===== src/rtl/rv32i_pkg.sv =====
// Shared RV32I constants for the loader encoder: opcode7 values, NOP word,
// field bundle type and encoder FSM states.
package rv32i_pkg;

  localparam logic [6:0]  OP_R     = 7'b0110011;
  localparam logic [6:0]  OP_I     = 7'b0010011;
  localparam logic [6:0]  OP_LOAD  = 7'b0000011;
  localparam logic [6:0]  OP_S     = 7'b0100011;
  localparam logic [6:0]  OP_B     = 7'b1100011;
  localparam logic [6:0]  OP_LUI   = 7'b0110111;
  localparam logic [6:0]  OP_AUIPC = 7'b0010111;
  localparam logic [6:0]  OP_JAL   = 7'b1101111;
  localparam logic [6:0]  OP_JALR  = 7'b1100111;

  localparam logic [31:0] NOP_WORD = 32'h0000_0013;

  // opcode packs {funct7[5:0], funct3, opcode7}, matching the decode stage
  typedef struct packed {
    logic [15:0] opcode;
    logic [4:0]  rd;
    logic [4:0]  rs1;
    logic [4:0]  rs2;
    logic [31:0] imm;
  } inst_fields_t;

  typedef enum logic [1:0] {
    ST_IDLE  = 2'd0,
    ST_RUN   = 2'd1,
    ST_DRAIN = 2'd2,
    ST_DONE  = 2'd3
  } enc_state_t;

endpackage


===== src/rtl/inst_encode_pack.sv =====
// Combinational field packer: decoded fields -> 32-bit RV32I word.
// INST_ENCODE_RANGE_CHECK_EN adds immediate/funct7 range checks that force a NOP.
module inst_pack
  import rv32i_pkg::*;
(
  input  inst_fields_t fields,
  output logic [31:0]  word,
  output logic         illegal,
  output logic         range_fault
);

  logic [6:0]  op;
  logic [6:0]  f7;
  logic [2:0]  f3;
  logic [31:0] imm;
  logic [31:0] raw;

  assign op  = fields.opcode[6:0];
  assign f7  = {1'b0, fields.opcode[15:10]};
  assign f3  = fields.opcode[9:7];
  assign imm = fields.imm;

  always_comb begin
    raw     = '0;
    illegal = 1'b0;
    unique case (op)
      OP_R:              raw = {f7, fields.rs2, fields.rs1, f3, fields.rd, op};
      OP_I, OP_LOAD:     raw = {imm[11:0], fields.rs1, f3, fields.rd, op};
      OP_JALR:           raw = {imm[11:0], fields.rs1, 3'b000, fields.rd, op};
      OP_S:              raw = {imm[11:5], fields.rs2, fields.rs1, f3, imm[4:0], op};
      OP_B:              raw = {imm[12], imm[10:5], fields.rs2, fields.rs1, f3,
                                imm[4:1], imm[11], op};
      OP_LUI, OP_AUIPC:  raw = {imm[31:12], fields.rd, op};
      OP_JAL:            raw = {imm[20], imm[10:1], imm[11], imm[19:12], fields.rd, op};
      default:           illegal = 1'b1;
    endcase
  end

`ifdef INST_ENCODE_RANGE_CHECK_EN
  logic f7_ok;

  // funct7 bits only carry meaning for R-type and the I-type shifts
  assign f7_ok = (fields.opcode[15:10] == 6'd0) || (op == OP_R) ||
                 ((op == OP_I) && ((f3 == 3'b001) || (f3 == 3'b101)));

  always_comb begin
    range_fault = !f7_ok;
    case (op)
      OP_I, OP_LOAD, OP_JALR, OP_S:
        if (imm[31:12] != '0) range_fault = 1'b1;
      OP_B:
        if (imm[0] || (imm[31:13] != '0)) range_fault = 1'b1;
      OP_LUI, OP_AUIPC:
        if (imm[11:0] != '0) range_fault = 1'b1;
      OP_JAL:
        if (imm[0] || (imm[31:21] != '0)) range_fault = 1'b1;
      default: ;
    endcase
  end
`else
  assign range_fault = 1'b0;
`endif

  assign word = (illegal || range_fault) ? NOP_WORD : raw;

endmodule


===== src/rtl/inst_encode.sv =====
// RV32I instruction encoder/writer: packs field bundles and streams words into IMEM
// at an auto-incrementing address. Optional macro: INST_ENCODE_RANGE_CHECK_EN.
module inst_encode
  import rv32i_pkg::*;
#(
  parameter int ADDR_W = 32,
  parameter int CNT_W  = 16
) (
  input  logic              clk,
  input  logic              rst_n,
  input  logic              start,
  input  logic [ADDR_W-1:0] base_addr,
  input  logic              in_valid,
  output logic              in_ready,
  input  logic              in_last,
  input  logic [15:0]       opcode,
  input  logic [4:0]        rd,
  input  logic [4:0]        rs1,
  input  logic [4:0]        rs2,
  input  logic [31:0]       imm,
  output logic              imem_we,
  input  logic              imem_ready,
  output logic [ADDR_W-1:0] imem_addr,
  output logic [31:0]       imem_wdata,
  output logic              busy,
  output logic              done,
  output logic              err,
  output logic [CNT_W-1:0]  count
);

  enc_state_t   state;
  inst_fields_t fields;
  logic [31:0]  pk_word;
  logic         pk_illegal;
  logic         pk_range;
  logic         accept;
  logic         wr_ack;

  assign fields = {opcode, rd, rs1, rs2, imm};

  inst_pack u_pack (
    .fields      (fields),
    .word        (pk_word),
    .illegal     (pk_illegal),
    .range_fault (pk_range)
  );

  // single output register: a new bundle may enter only as the held word leaves
  assign in_ready = (state == ST_RUN) && (!imem_we || imem_ready);
  assign accept   = in_valid && in_ready;
  assign wr_ack   = imem_we && imem_ready;
  assign busy     = (state != ST_IDLE);

  always_ff @(posedge clk or negedge rst_n) begin
    if (!rst_n) begin
      state      <= ST_IDLE;
      imem_we    <= 1'b0;
      imem_addr  <= '0;
      imem_wdata <= '0;
      done       <= 1'b0;
      err        <= 1'b0;
      count      <= '0;
    end else begin
      done <= 1'b0;

      if (wr_ack) begin
        imem_addr <= imem_addr + ADDR_W'(4);
        count     <= count + CNT_W'(1);
      end

      if (accept) begin
        imem_we    <= 1'b1;
        imem_wdata <= pk_word;
        if (pk_illegal || pk_range) err <= 1'b1;
      end else if (wr_ack) begin
        imem_we <= 1'b0;
      end

      case (state)
        ST_IDLE:
          if (start) begin
            state     <= ST_RUN;
            err       <= 1'b0;
            count     <= '0;
            imem_addr <= base_addr & ~ADDR_W'(3);
          end
        ST_RUN:
          if (accept && in_last) state <= ST_DRAIN;
        ST_DRAIN:
          if (!imem_we || imem_ready) begin
            state <= ST_DONE;
            done  <= 1'b1;
          end
        default:
          state <= ST_IDLE;
      endcase
    end
  end

endmodule


===== config.mk =====
export PLATFORM = sky130hd
export DESIGN_NAME = inst_encode
export DESIGN_NICKNAME = d
export VERILOG_FILES = /design/src/rtl/rv32i_pkg.sv /design/src/rtl/inst_encode_pack.sv /design/src/rtl/inst_encode.sv
export SDC_FILE = /design/constraint.sdc
export NUM_CORES = 1
export LEC_CHECK = 0
export CAP_MARGIN = 10
export CORE_MARGIN = 2
export CORE_UTILIZATION = 44
export CTS_CLUSTER_DIAMETER = 50
export DETAILED_ROUTE_END_ITERATION = 8
export PLACE_DENSITY = 0.88
export SYNTH_ARGS = -nofsm -noshare
export SYNTH_HDL_FRONTEND = slang
export SYNTH_HIERARCHICAL = 1
export SYNTH_SLANG_ARGS = --single-unit
export TNS_END_PERCENT = 20

===== constraint.sdc =====
create_clock -name clk -period 1.83 [get_ports clk]
set_input_delay 0.2745 -clock clk [delete_from_list [all_inputs] [get_ports clk]]
set_output_delay 0.2745 -clock clk [all_outputs]
set_load 0.005 [all_outputs]

==> qor.yml <==
r2r_end: "imem_addr[18]"
crit_chain: "clkdlybuf4s50_1 -> and3b_1 -> and4b_4 -> or2_1 -> a22o_1 -> mux2_2"
final_util: 0.703
num_antenna_cells: 0
core_um2: 10200
dieArea_um2: 11100
grt_overflow: 0
startpoint_type: "input port"
vdd_ir_drop_max_mv: 0.614
grt_max_degree: 39
boundaryPins: 186
power_mw: 7.75
clock_latency_ps: 350
status: "complete, but fails checks"
fmax_mhz: 546
yosysMostFrequentCell: "dfrtp_1"
finClkSkew_ps: 8.55
stdcell_area_um2: 7160
period_minus_slack_ps: 1830
end_kind: "flop"
initial_core_util: 0.446
r2r_cells: 6
ys_ff_latch: 83
synthDominantCellAreaShare: 0.458
finalHoldViolCount: 0
ys.warnings.count: 6
setup_viol: 1
viasPerCell: 5.36
numCtsBuffers: 9
cts_buffer_depth: 2
final_max_slew_viol_count: 0
p_per_area_nw_per_um2: 1080
gp_congestion: 0.922
critPathTopFamily: "simple AND/OR/NAND/NOR gates"
worstPathArrival_ps: 2060
syn_inst: 460
drc: 0
cts_sinks: 83
seq_area_frac_synth: 0.458
cpMaxStageDelayCell: "clkdlybuf4s50_1"
synth_cell_type_count: 53
violations: "setup timing"
critPathBufInv: 1
finalNetCount: 793
grt_pass1_wl_mm: 21.4
criticalPathCategory: "in2reg"
r2r_slack_ps: 50
grt_pass1_vias: 4523
num_rows: 37
cts_tree: "built"
synth_area_um2: 4540
critPathMaxFanout: 8
async_reset_ff_frac: 1.00
antenna_found_initial: 0
ys.flop_type: "dfrtp_1"
syn_area_per_cell_um2: 9.87
drt_iter0_drc: 174
antenna_left: 0
post-place-ws_ps: -363
wl_per_cell_um: 16.4
die_x_um: 106
cpPeakStageDelay_ps: 490
synth_top_area_cell: "dfrtp_1"
worstReg2RegStart: "imem_addr[3]"
holdWs_ps: 405
path_depth: 6
layout_setup_ws_ps: -2.73
hold_path.class: "in2async"
clk_pin_slew_ps: 90
instances_no_fill: 827
portBuffers: 181
track_usage: 0.240
dp.cells: 805
rsz0062_at_grt: "yes"
p_leak_nw: 3.03
first_pass_iters: 5
dieHeight_um: 106
cap_violations: 0
yosys-top-cells-area: "dfrtp_1 (46%), mux2_2 (8.2%), xor2_1 (4.8%), nand2_1 (4.6%), o21ai_0 (4.0%)"
wirelength_mm: 13.5
post-route-period-util: 1.00
htree_num_levels: 3
synthTopCellsByCount: "dfrtp_1 (83), nand2_1 (56), o21ai_0 (36)"
place_area_um2: 6790
drive_gt1_frac: 0.178
num_vias: 4433
area_delta_synth_final_pct: 57.7
dp_hpwl_mm: 10.3
clock-root-buffer: "clkbuf_8"
setup_tns_ps: -2.73
synth_edf_count: 0
worstPathRequired_ps: 2060
==> state kept, by name, indices dropped and copies added, names as in the netlist <==
name,cells
imem_wdata,32
imem_addr,30
count,16
state,2
done,1
err,1
imem_we,1
==> layout by cell type, fill, tap and decap left out, types with 12 or more instances in the layout <==
master and instances:
nor2_1 28, clkdlybuf4s50_1 176, a22o_1 13, nand2_1 56, dfrtp_1 81, nand3_1 18
mux2_2 33, xnor2_1 12, o21ai_0 36, buf_4 51, nand4_1 17, xor2_1 25
==> final cells by class <==
class                      instances  area, um^2
fill                             756        3030
multi-input combinational        345        2350
timing repair buffer             235        2240
sequential                        83        2080
tap                              136         170
clock inverter                     6         138
clock buffer                       9         124
inverter                          13        48.8
==> what timing repair did <==
action | CTS | global route
buffers inserted | 2 | 4
hold endpoints to repair | 32 | 0
pin swaps | 0 | 5
gates resized for setup | 8 | 11
hold buffers | 1 | 0
endpoints found under the setup margin | 2 | 32
==> layer usage <==
metal,routed length [um],global-route usage,vias up
met4,223,0.0865,0
met2,6920,0.430,180
met5,0,0,-
li1,-,-,2090
met1,5260,0.272,2142
met3,1130,0.0686,21
==> logic make-up after synthesis <==
family | synth area share
flops | 0.458
xor+xnor | 0.0714
fa+ha+maj | 0.0138
compound gates | 0.127
buf+inv | 0.0378
simple gates | 0.208
mux | 0.0819
other cells | 0.00248
==> where the power goes <==
group / internal (mW) / switching, mW / total [mW]
clock network: 1.05 / 0.696 / 1.74
logic: 1.84 / 1.24 / 3.08
registers: 2.36 / 0.573 / 2.93
==> worst max-delay path by stage <==
stage,to,slack (ps),startpoint
after global placement,imem_wdata[19],-300,opcode[3]
after CTS,imem_wdata[28],10,opcode[0]
after detailed placement,imem_wdata[28],-360,opcode[0]
final,imem_wdata[14],-3,opcode[3]
after global routing,imem_addr[22],-90,imem_addr[3]
after floorplan,imem_addr[18],120,imem_addr[2]
Power figures use the tool's default switching activity.
==> variant 1: new RTL, same settings <==
`CNT_W`: 16 -> 32.
--- a/src/rtl/inst_encode.sv
+++ b/src/rtl/inst_encode.sv
@@ -5,5 +5,5 @@
 #(
   parameter int ADDR_W = 32,
-  parameter int CNT_W  = 16
+  parameter int CNT_W  = 32
 ) (
   input  logic              clk,
Ports: changed (resized count); port bits go from 186 to 202. No check against the original RTL was run, so the function may have changed too.
==> variant 1 against the unedited design <==
- routed wire length is 17% higher
- maximum frequency increased by 3.3%
- sequential cell count is 16 higher
- cell area rose by 17%
- total power up 6.7%
- area after synthesis up 19%
- critical endpoint is now imem_wdata[30]$_DFFE_PN0N_
- setup slack better by 0.059 ns
- the run ends with hold timing left
- critical path depth rose by 1
==> variant 1: results (changes against the unedited design) <==
Routing
  – DR WL/cell: 16.6 µm (+1.4%)
  – Wl on met1: 6.29 mm (+20%)
  – 1st-pass router iterations: 5 (unchanged)
  – DR WL met2: 7.85 mm (+13%)
  – Detailed Route Iter0 Violations: 276 (+59%)
  – Vias per cell: 5.40 (+0.69%)

Worst setup path
  – Largest stage delay, worst path: around 0.48 ns
  – Cell family with most CP delay: buffers and inverters
  – Critical Path Fanout Max: 9 (+1)
  – CP arrival: 2.01 ns (-0.05 ns)

Place
  – Placed Area: 0.00805 mm² (+19%)
  – Gp weighted congestion: 0.921 (-0.12%)
  – Hpwl dp: 12.2 mm (+18%)
  – Pre-CTS setup slack: -0.374 ns (-0.0118 ns)
  – Buffers on Ports: 197 (+8.8%)
  – Placed cells: 941 (+17%)

Timing
  – Worst hold slack: -0.0104 ns (-0.415 ns)
  – Fin. Hold Viols: 6 (+6)
  – Worst Skew: 0.00416 ns (-0.00439 ns)

Synth
  – Synth cell types: 58 (+9.4%)
  – Mapped Avg Cell Area: 9.95 µm² (+0.81%)
  – Sequential area share after synthesis: 0.457 (-0.000615)
  – Synth Warn #: 6 (unchanged)
  – Most frequent cells after synthesis: 99 x dfrtp_1, 62 x nand2_1, 48 x nor2_1
  – Async SR Flop Fraction: 1.00 (unchanged)
  – Area contributors post-synth: dfrtp_1 46%, mux2_2 6.9%, xnor2_1 4.7%

Layout
  – Nets: 911 (+15%)
  – Largest registers: count (32), imem_wdata (32), imem_addr (30)
  – Layout cells sized above 1: 0.194 (+0.0161)
  – Final cell count without fillers: 956 (+16%)
  – N_diodes: 0 (unchanged)

Clocking
  – Root Buffer: clkbuf_16
  – Setup bufs post-CTS: 0 (-2)
  – CTS clk-pin slew, worst paths: 0.06 ns (-0.03 ns)
  – Post-CTS Hold Fix Bufs: 0 (-1)

GRT
  – GRT met1 Usage: 0.285 (+0.0133)
  – Grt met3 use: 0.0675 (-0.00117)
  – Largest net degree at the start of global routing: 100 (+160%)
  – Number of global-route vias before repair: 5,451 (+21%)
  – GRT Total Usage: 0.247 (+0.00693)

Power and ir drop
  – Int Pwr: 0.00569 W (+8.6%)
  – Static leakage: 3.56 nW (+17%)
  – Pwr Density: 985 mW/mm² (-9.0%)
  – Clock Power Share: 0.231 (+0.006)
  – Combinational power share: 0.382 (-0.015)
  – Worst vdd ir: 0.516 mV (-16%)

Run status
  – Outcome: finished, violations left
  – Failing checks: hold timing
variant 1: changes by cell type after synthesis, sizes merged, moves of 4 or more:
| cell | before | now |
|---|---|---|
| dfrtp | 83 | 99 |
| nor4 | 3 | 9 |
| nor3 | 9 | 16 |
| nand2 | 57 | 62 |
| clkbuf | 8 | 12 |
| a21oi | 11 | 7 |
| nor2 | 30 | 49 |
| nand3 | 20 | 24 |
| and3 | 1 | 6 |
| xnor2 | 12 | 29 |
variant 1: cells by family after synthesis:
group,share of synthesized area
multiplexers,0.0686
adder cells (fa/ha/maj),0.0115
AO/OA/AOI/OAI,0.102
buffers and inverters,0.0367
AND/OR/NAND/NOR,0.231
other,0.00208
flip-flops,0.457
XOR/XNOR,0.0905
variant 1: layout make-up:
cell class,count,area [µm²]
fillers,881,3620
multi-input cells,410,2810
repair buffers,275,2590
flip-flops and latches,99,2480
clock buffers,13,260
well taps,147,184
inverters,10,37.5
clock inverters,2,35.0
variant 1: worst paths after layout:
| path | startpoint | end | slack, ns | depth (start not counted) |
|---|---|---|---|---|
| min | rst_n | imem_addr[22]$_DFF_PN0_ | -0.01 | 2 |
| min reg2reg | imem_wdata[1]$_DFFE_PN0N_ | imem_wdata[1]$_DFFE_PN0N_ | 0.50 | 1 |
| max reg2reg | count[15]$_DFF_PN0_ | count[27]$_DFF_PN0_ | 0.09 | 6 |
| max | opcode[3] | imem_wdata[30]$_DFFE_PN0N_ | 0.06 | 7 |
| max in group asynchronous | rst_n | imem_addr[5]$_DFF_PN0_ | 1.44 | 2 |
| min in group clk | base_addr[23] | imem_addr[23]$_DFF_PN0_ | 0.48 | 3 |
variant 1: what timing repair did:
action                                  4_1_cts  5_1_grt
hold endpoints to repair                      0        0
endpoints found under the setup margin        3       17
pin swaps                                     0        5
gates resized for setup                       6       11
==> variant 2: new RTL, config.mk and constraints unchanged <==
Without the edit above. Encoding of `enc_state_t`: now Gray code (2 bits for 4 states).
--- a/src/rtl/rv32i_pkg.sv
+++ b/src/rtl/rv32i_pkg.sv
@@ -25,8 +25,8 @@
 
   typedef enum logic [1:0] {
-    ST_IDLE  = 2'd0,
-    ST_RUN   = 2'd1,
-    ST_DRAIN = 2'd2,
-    ST_DONE  = 2'd3
+    ST_IDLE  = 2'b00,
+    ST_RUN   = 2'b01,
+    ST_DRAIN = 2'b11,
+    ST_DONE  = 2'b10
   } enc_state_t;
 
Function: no difference found for any inputs over 4 cycles, from zero or initial values and one cycle with rst_n low; so few cycles prove little.
==> variant 2 against the unedited design <==
- routed wire length increased by 7.0%
- maximum frequency increased by 3.5%
- setup slack improved by 0.062 ns
- total power decreased by 2.1%
- area after synthesis increased by 3.3%
- core utilization about the same
- sequential cell count unchanged
- cell area increased by 1.3%
- highest routed layer unchanged
==> variant 2: results (changes against the unedited design) <==
Routing
  – DR WL/cell: 17.1 µm (+4.3%)
  – Detailed Route Iter0 Violations: 202 (+16%)
  – Wl on met1: 5.57 mm (+5.9%)
  – DR WL met2: 7.34 mm (+6.1%)
  – Vias per cell: 5.64 (+5.2%)

GRT
  – Largest net degree at the start of global routing: 44 (+13%)
  – M2 GR Usage: 0.433 (+0.00314)
  – Initial antenna violation count: 1 (+1)
  – Number of global-route vias before repair: 4,837 (+6.9%)

Synth
  – Synth cell types: 61 (+15%)
  – Synth Area in Adders: 0.00534 (-0.00845)
  – Post-synthesis mux area share: 0.0814 (-0.000466)
  – Area contributors post-synth: dfrtp_1 44%, mux2_2 7.9%, nor2_1 3.0%

Power and ir drop
  – Int Pwr: 0.00492 W (-6.2%)
  – Pwr Density: 1050 mW/mm² (-3.4%)
  – Clock Power Share: 0.164 (-0.061)
  – Seq pwr share: 0.384 (+0.006)

Timing
  – Worst hold slack: 0.320 ns (-0.0846 ns)

Place
  – Gp weighted congestion: 0.894 (-3.0%)
  – Pre-CTS setup slack: -0.342 ns (+0.0209 ns)
  – Placed cells: 827 (+2.7%)

Worst setup path
  – Cell family with most CP delay: buffers and inverters
  – R2R Setup Slk: 0.09 ns (+0.04 ns)

Run status
  – Outcome: complete, no violations

Layout
  – Nets: 809 (+2.0%)
  – Layout cells sized above 1: 0.198 (+0.0203)
-- variant 2: worst max path at each step --
stage	end	start	depth (start not counted)	slack (ns)
floorplan	imem_addr[27]$_DFF_PN0_	imem_addr[6]$_DFF_PN0_	5	0.14
global placement	imem_wdata[15]$_DFFE_PN0N_	opcode[3]	6	-0.30
detailed placement	imem_addr[26]$_DFF_PN0_	imem_ready	6	-0.34
CTS	in_ready	imem_we$_DFFE_PN0P_	5	0.01
global route	imem_addr[19]$_DFF_PN0_	imem_addr[6]$_DFF_PN0_	4	-0.003
finish	imem_wdata[25]$_DFFE_PN0N_	opcode[3]	7	0.06
-- variant 2: cell type report --
class	instances	area (µm²)
sequential	83	2080
clock inverter	4	25.0
antenna	1	2.50
tap	136	170
fill	759	3070
inverter	10	37.5
timing repair buffer	248	2350
multi-input combinational	354	2430
clock buffer	12	155
